--- config.mk ---
export PLATFORM = sky130hd
export DESIGN_NAME = mux_serializer
export DESIGN_NICKNAME = d
export VERILOG_FILES = /design/src/rtl/mux_serializer.sv
export SDC_FILE = /design/constraint.sdc
export NUM_CORES = 1
export LEC_CHECK = 0
export CORE_ASPECT_RATIO = 0.7
export CORE_MARGIN = 8
export CORE_UTILIZATION = 45
export CTS_BUF_LIST = sky130_fd_sc_hd__clkbuf_8
export DETAILED_ROUTE_END_ITERATION = 16
export GPL_TIMING_DRIVEN = 0
export PLACE_DENSITY = 0.77
export SKIP_CTS_REPAIR_TIMING = 1
export SLEW_MARGIN = 25
export SYNTH_ARGS = -nofsm -noshare
export SYNTH_HDL_FRONTEND = slang
export SYNTH_SLANG_ARGS = --single-unit
--- constraint.sdc ---
create_clock -name clk -period 3.55 [get_ports clk]
set_input_delay 0.71 -clock clk [delete_from_list [all_inputs] [get_ports clk]]
set_output_delay 0.71 -clock clk [all_outputs]
set_load 0.02 [all_outputs]
--- src/rtl/mux_serializer.sv ---
// mux_serializer
//   Collapses one N-lane parallel word back into a serial sample stream.
//   A word is captured on each input handshake and its lanes are emitted
//   one per output handshake, lane 0 first. When the final lane leaves in
//   the same cycle that a new word is offered, the new word is captured
//   directly, so back-to-back words run without a bubble.
//
// Parameters
//   MSB : data width of one lane
//   N   : number of lanes (N >= 2)
//   SW  : lane index width, derived from N (minimum 1)
//
// Ports
//   clk       : system clock, rising edge
//   reset     : synchronous active-high reset
//   in_valid  : data_in carries a valid N-lane word
//   in_ready  : word can be accepted this cycle
//   data_in   : packed lanes, lane k at [k*MSB +: MSB]
//   out_valid : data_out carries a valid sample
//   out_ready : downstream accepts data_out this cycle
//   data_out  : current lane sample (0 while out_valid is low)
//   sel       : index of the lane on data_out
//   last      : high while data_out is lane N-1
module mux_serializer #(
    parameter int MSB = 16,
    parameter int N   = 2,
    localparam int SW = (N > 1) ? $clog2(N) : 1
) (
    input  logic               clk,
    input  logic               reset,
    input  logic               in_valid,
    output logic               in_ready,
    input  logic [N*MSB-1:0]   data_in,
    output logic               out_valid,
    input  logic               out_ready,
    output logic [MSB-1:0]     data_out,
    output logic [SW-1:0]      sel,
    output logic               last
);

    typedef enum logic [0:0] {
        IDLE = 1'b0,
        SEND = 1'b1
    } state_t;

    localparam logic [SW-1:0] LAST_SEL = SW'(N - 1);

    state_t             state;
    state_t             state_next;
    logic [N*MSB-1:0]   hold;
    logic [N*MSB-1:0]   hold_next;
    logic [SW-1:0]      sel_next;

    always_ff @(posedge clk) begin
        if (reset) begin
            state <= IDLE;
            hold  <= '0;
            sel   <= '0;
        end else begin
            state <= state_next;
            hold  <= hold_next;
            sel   <= sel_next;
        end
    end

    always_comb begin
        state_next = state;
        hold_next  = hold;
        sel_next   = sel;
        in_ready   = 1'b0;
        out_valid  = 1'b0;
        last       = 1'b0;
        case (state)
            IDLE: begin
                in_ready = 1'b1;
                if (in_valid) begin
                    hold_next  = data_in;
                    sel_next   = '0;
                    state_next = SEND;
                end
            end
            SEND: begin
                out_valid = 1'b1;
                last      = (sel == LAST_SEL);
                // A new word may only enter as the final lane is taken.
                in_ready  = last & out_ready;
                if (out_ready) begin
                    if (!last) begin
                        sel_next = sel + 1'b1;
                    end else begin
                        // Explicit wrap so non-power-of-two N never overflows into unused codes.
                        sel_next = '0;
                        if (in_valid) begin
                            hold_next = data_in;
                        end else begin
                            state_next = IDLE;
                        end
                    end
                end
            end
            default: begin
                state_next = IDLE;
            end
        endcase
    end

    // Lane select only looks at lanes 0..N-1; any other sel value yields 0.
    always_comb begin
        data_out = '0;
        if (state == SEND) begin
            for (int unsigned i = 0; i < N; i++) begin
                if (sel == SW'(i)) begin
                    data_out = hold[i*MSB +: MSB];
                end
            end
        end
    end

endmodule

==> out/metrics.cfg, run 1 <==
[run_status]
status=finished, final reports clean

[timing]
fin_tns_setup_ps=0
skew_ps=3.72
hold_viol_final=0
setup_viol=0
finalMaxSlewViolations=0
rsz0062_at_grt=false
fin_crit_ps=2980
fmax_ghz=0.336
fin_crit_sh_pct=83.8
worst_slew_pin_slew_ps=504
relSlewSlack_pct=66.4
fin_ws_ps=574

[floorplanning]
initial_core_util_pct=47.1
die_y_um=69.6
die_x_um=92.6
die_area_um2=6450
row_count=19
core_um2=3920
ioPinCount=56

[global_route]
grt_max_degree=11
grt_pass1_wl_mm=6.99
gr-usage-all-layers_pct=13.6
grt_pass1_vias=1423
antenna_found_initial=0
grt_remaining_overflow=0

[placement]
port-buffer-count=54
finalWeightedCongestion=0.760
place_ws_ps=867
hpwl_mm=3.21

[routing]
top_layer_used=met4
drt_pass1_iterations=4
totalWireLength_mm=4.21
final_antenna_net_count=0
dr_wl_met2_mm=1.75
wl_met1_mm=2.09
drc=0
wl_per_cell_um=14.0
vias=1369
vias_per_cell=4.55
drtIter0Drc=34
wl_met3_um=323

[run]
cap_violations=0

[clock_network]
cts_tree=built
cts_buffers=5
cts.path.max_buffers=2
clock-sinks=34
cts_root_buf=clkbuf_8
insertion_delay_ps=280
clkTransAtPathRegs_ps=70
htree_levels=2

[synth]
syn-cell-area_um2=1850
syn_avg_cell_area_um2=9.88
ys_seq_area_share_pct=36.8
yosys_warnings=0
synth_cells=187
synth_nets=223
synthDistinctLibCells=16
synth-seq-cells=34

[worst_setup_path]
critical_path_class=reg -> out
cpMostUsedCell=clkbuf_1
worst-path-buf-inv=3
required_ps=2840
cp_max_fo=10
cp_slowest_stage_delay_ps=630
path_cells=clkbuf_1 > clkbuf_1 > nor2b_1 > clkdlybuf4s50_1
critPathTopFamily=buffers and inverters
crit_arrival_ps=2270
startpoint_type=flop
crit_path_end_kind=primary output
r2r_slack_ps=2250
slowest_stage=clkdlybuf4s50_1

[cells_and_area]
n_antenna_cell=0
drive_gt1_share_pct=6.02
synthToLayoutAreaGrowth_pct=37.7
nFillCells=362
final_nets=284

[power]
p_leak_nw=0.937
cellPowerDensity_nw_per_um2=352
ir_drop_mv=0.233

[hold_path]
hp-class=reg -> reg

-- kinds of logic (layout without fill, tap and decap cells) --
group,Yosys count,count (layout),share of synthesized area (%)
mux,49,49,26.5
flops,34,34,36.8
buf+inv,16,78,6.97
compound gates,2,2,0.880
simple gates,86,86,28.8
-- sequential cells by signal (all words and copies together), names as in the netlist --
signal  flops
hold       32
sel         1
state       1
-- power by group --
| group | leakage [nW] | internal [mW] | total, mW | switching [mW] |
|---|---|---|---|---|
| combinational | 0.605 | 0.111 | 0.188 | 0.0761 |
| sequential | 0.280 | 0.407 | 0.421 | 0.0136 |
| clock | 0.0524 | 0.153 | 0.288 | 0.135 |
-- layout make-up --
class | count | area [um^2] | area share (%)
clock inverter | 2 | 8.76 | 0.344
multi-input combinational | 137 | 1040 | 40.8
inverter | 1 | 3.75 | 0.147
timing repair buffer | 54 | 541 | 21.2
tap | 52 | 65.1 | 2.56
buffer | 15 | 125 | 4.92
clock buffer | 6 | 82.6 | 3.24
sequential | 34 | 681 | 26.7
-- cell usage after synthesis (all sizes together) --
master  count  area share, %
a21boi      1           0.61
a21oi       1           0.27
and2        1           0.34
buf         7            5.1
clkbuf      8            1.6
dfxtp      34             37
inv         1           0.20
mux2i      49             27
nand2       1           0.20
nand2b     64             22
nand3b      1           0.41
nor2        2           0.41
nor2b      17            5.8
-- placed cells by master (no fill, tap or decap), types with 2 or more instances in the layout --
cell type | synthesis | routed
dfxtp_1 | 34 | 34
clkdlybuf4s50_1 | 0 | 54
clkbuf_8 | 0 | 6
inv_1 | 1 | 2
buf_6 | 2 | 2
buf_12 | 3 | 3
clkbuf_1 | 8 | 8
nor2b_1 | 17 | 17
mux2i_1 | 49 | 49
nand2b_1 | 64 | 64
nor2_1 | 2 | 2
-- worst paths after layout --
kind | start | to | depth (start not counted)
worst max register to register | state$_SDFF_PP0_ | hold[10]$_SDFFE_PP0P_ | 5
worst min-delay path | hold[9]$_SDFFE_PP0P_ | hold[9]$_SDFFE_PP0P_ | 2
worst min register to register | hold[9]$_SDFFE_PP0P_ | hold[9]$_SDFFE_PP0P_ | 2
worst max-delay path | state$_SDFF_PP0_ | data_out[1] | 4
-- tightest hold or removal path, stage by stage, from the launching register on --
cell      delay, ps
dfxtp_1         310
nand2b_1         60
mux2i_1          60
-- through the flow --
stage / power, mW / cells / hold slack [ps] / cell area [um^2] / util, %
detailed placement: 0.617 / 293 / 465 / 2450 / 62.6
global route: 0.936 / 301 / 490 / 2540 / 64.9
finish: 0.896 / 301 / 472 / 2540 / 64.9
global placement: 0.616 / 293 / 462 / 2450 / 62.6
floorplan: 0.539 / 187 / 448 / 1850 / -
CTS: 0.907 / 301 / 477 / 2540 / 64.9
-- layer usage --
metal	up-vias	GRT usage [%]
met4	0	4.80
met2	36	19.7
met1	602	17.5
met3	6	5.51
li1	725	-
met5	-	0
(Power assumes the default switching activity.)
==> inputs of run 2 (changes only) <==
Settings changed: CORE_UTILIZATION 45 to 44, PLACE_DENSITY 0.77 to 0.79.
Clock period 3.55 ns to 2.67 ns, I/O delays scaled along.
==> out/metrics.cfg, run 2 (synthesis results as in run 1) <==
[timing]
skew_ps=9.23
fin_tns_setup_ps=0
finalMaxSlewViolations=0
fin_hold_ws_ps=474
worst_slew_pin_slew_ps=450
fmax_ghz=0.398
relSlewSlack_pct=70.0
setup_viol=0
rsz0062_at_grt=false
fin_crit_ps=2510
hold_viol_final=0
fin_crit_sh_pct=94.1

[run]
cap_violations=0

[routing]
drtIter0Drc=33
drt_pass1_iterations=4
drc=0
wl_per_cell_um=14.9
vias=1397
totalWireLength_mm=4.46
vias_per_cell=4.66
final_antenna_net_count=0

[floorplanning]
die_x_um=93.5
core_um2=3970
die_area_um2=6560
die_y_um=70.2
row_count=19
initial_core_util_pct=46.5
ioPinCount=56

[cells_and_area]
synthToLayoutAreaGrowth_pct=38.5
fin_util_pct=64.5
layout_commonest_cell=nand2b_1
drive_gt1_share_pct=6.85
n_antenna_cell=0
regMostFlops=hold
top_regs=hold: 32 flops, sel: 1 flops, state: 1 flops
final_nets=283
largest_register_ffs=32
final_cell_mix=nand2b_1 (64), clkdlybuf4s50_1 (54), mux2i_1 (49)

[worst_setup_path]
r2r-end=hold[8]$_SDFFE_PP0P_
startpoint_type=flop
critical_path_class=reg -> out
r2r_slack_ps=1390
crit_path_end_kind=primary output
cp_max_fo=10
rr_startpoint=state$_SDFF_PP0_
critPathLaunch=sel$_SDFFE_PP0P_
required_ps=2140
rr_worst_depth=5
crit_arrival_ps=1980

[hold_path]
min-delay-start=hold[11]$_SDFFE_PP0P_
min_to=hold[11]$_SDFFE_PP0P_
min_path_cells=2
hp-class=reg -> reg

[global_route]
grt_max_degree=12
grt_pass1_wl_mm=7.39
grt_pass1_vias=1450
antenna_found_initial=0
gr-usage-all-layers_pct=14.5
grt_remaining_overflow=0

[power]
combPwrFrac_pct=19.6
pwr-share-clk_pct=36.9
finalPower_mw=1.28
p_leak_nw=0.945
power_switching_mw=0.319
ir_drop_mv=0.275
cellPowerDensity_nw_per_um2=501
p_seq_share_pct=43.6
internal-power_mw=0.964
p_sw_share_pct=24.9

[placement]
finalWeightedCongestion=0.743
port-buffer-count=54
hpwl_mm=3.38

[clock_network]
htree_levels=2
cts_root_buf=clkbuf_8
cts_tree=built
insertion_delay_ps=290
clkTransAtPathRegs_ps=80
cts_buffers=5
cts.path.max_buffers=2
clock-sinks=34

[run_status]
status=finished, final reports clean

[run 2: cell count changes in the layout (fill, tap and decap cells not counted)]
cell,change
inv_1,-1
bufinv_16,+1
clkbuf_2,+1
clkbuf_1,-2
clkbuf_8,-1
clkinv_2,+1
[run 2: worst max path at each step]
stage | to | cells after the start
2_1_floorplan | data_out[0] | 3
3_3_place_gp | data_out[5] | 4
3_5_place_dp | data_out[5] | 4
4_1_cts | data_out[5] | 4
5_1_grt | data_out[2] | 5
6_report | data_out[2] | 5
[run 2: final cells by class]
type / count / area (um^2)
fillers: 336 / 1410
multi-input cells: 137 / 1040
plain buffers: 14 / 123
clock inverters: 3 / 40.0
repair buffers: 54 / 541
flip-flops and latches: 34 / 681
well taps: 52 / 65.1
clock buffers: 5 / 68.8
inverters: 1 / 3.75
[run 2: per-stage QoR]
stage	setup slack [ps]	instances	cell area (um^2)
floorplan	862	187	1850
global placement	171	293	2450
detailed placement	137	293	2450
CTS	-215	301	2560
global route	76.9	300	2560
finish	158	300	2560
[run 2: power by group through the flow]
| stage | Sequential, mW | Clock, mW | Combinational (mW) |
|---|---|---|---|
| floorplan | 0.568 | 0 | 0.149 |
| global placement | 0.569 | 0 | 0.250 |
| detailed placement | 0.570 | 0 | 0.253 |
| CTS | 0.559 | 0.483 | 0.255 |
| global route | 0.562 | 0.512 | 0.272 |
| finish | 0.559 | 0.473 | 0.251 |
[run 2: worst max-delay path, stage by stage, from the launching register on]
cell,delay (ps)
dfxtp_1,380
buf_4,250
buf_6,200
mux2i_1,90
nor2b_1,130
clkdlybuf4s50_1,630
[run 2: layer usage]
| layer | vias up | GRT usage [%] | wire length [um] |
|---|---|---|---|
| li1 | 720 | - | - |
| met1 | 634 | 18.2 | 2190 |
| met2 | 37 | 21.3 | 1950 |
| met3 | 6 | 6.72 | 261 |
| met4 | 0 | 4.80 | 67 |
| met5 | - | 0 | 0 |
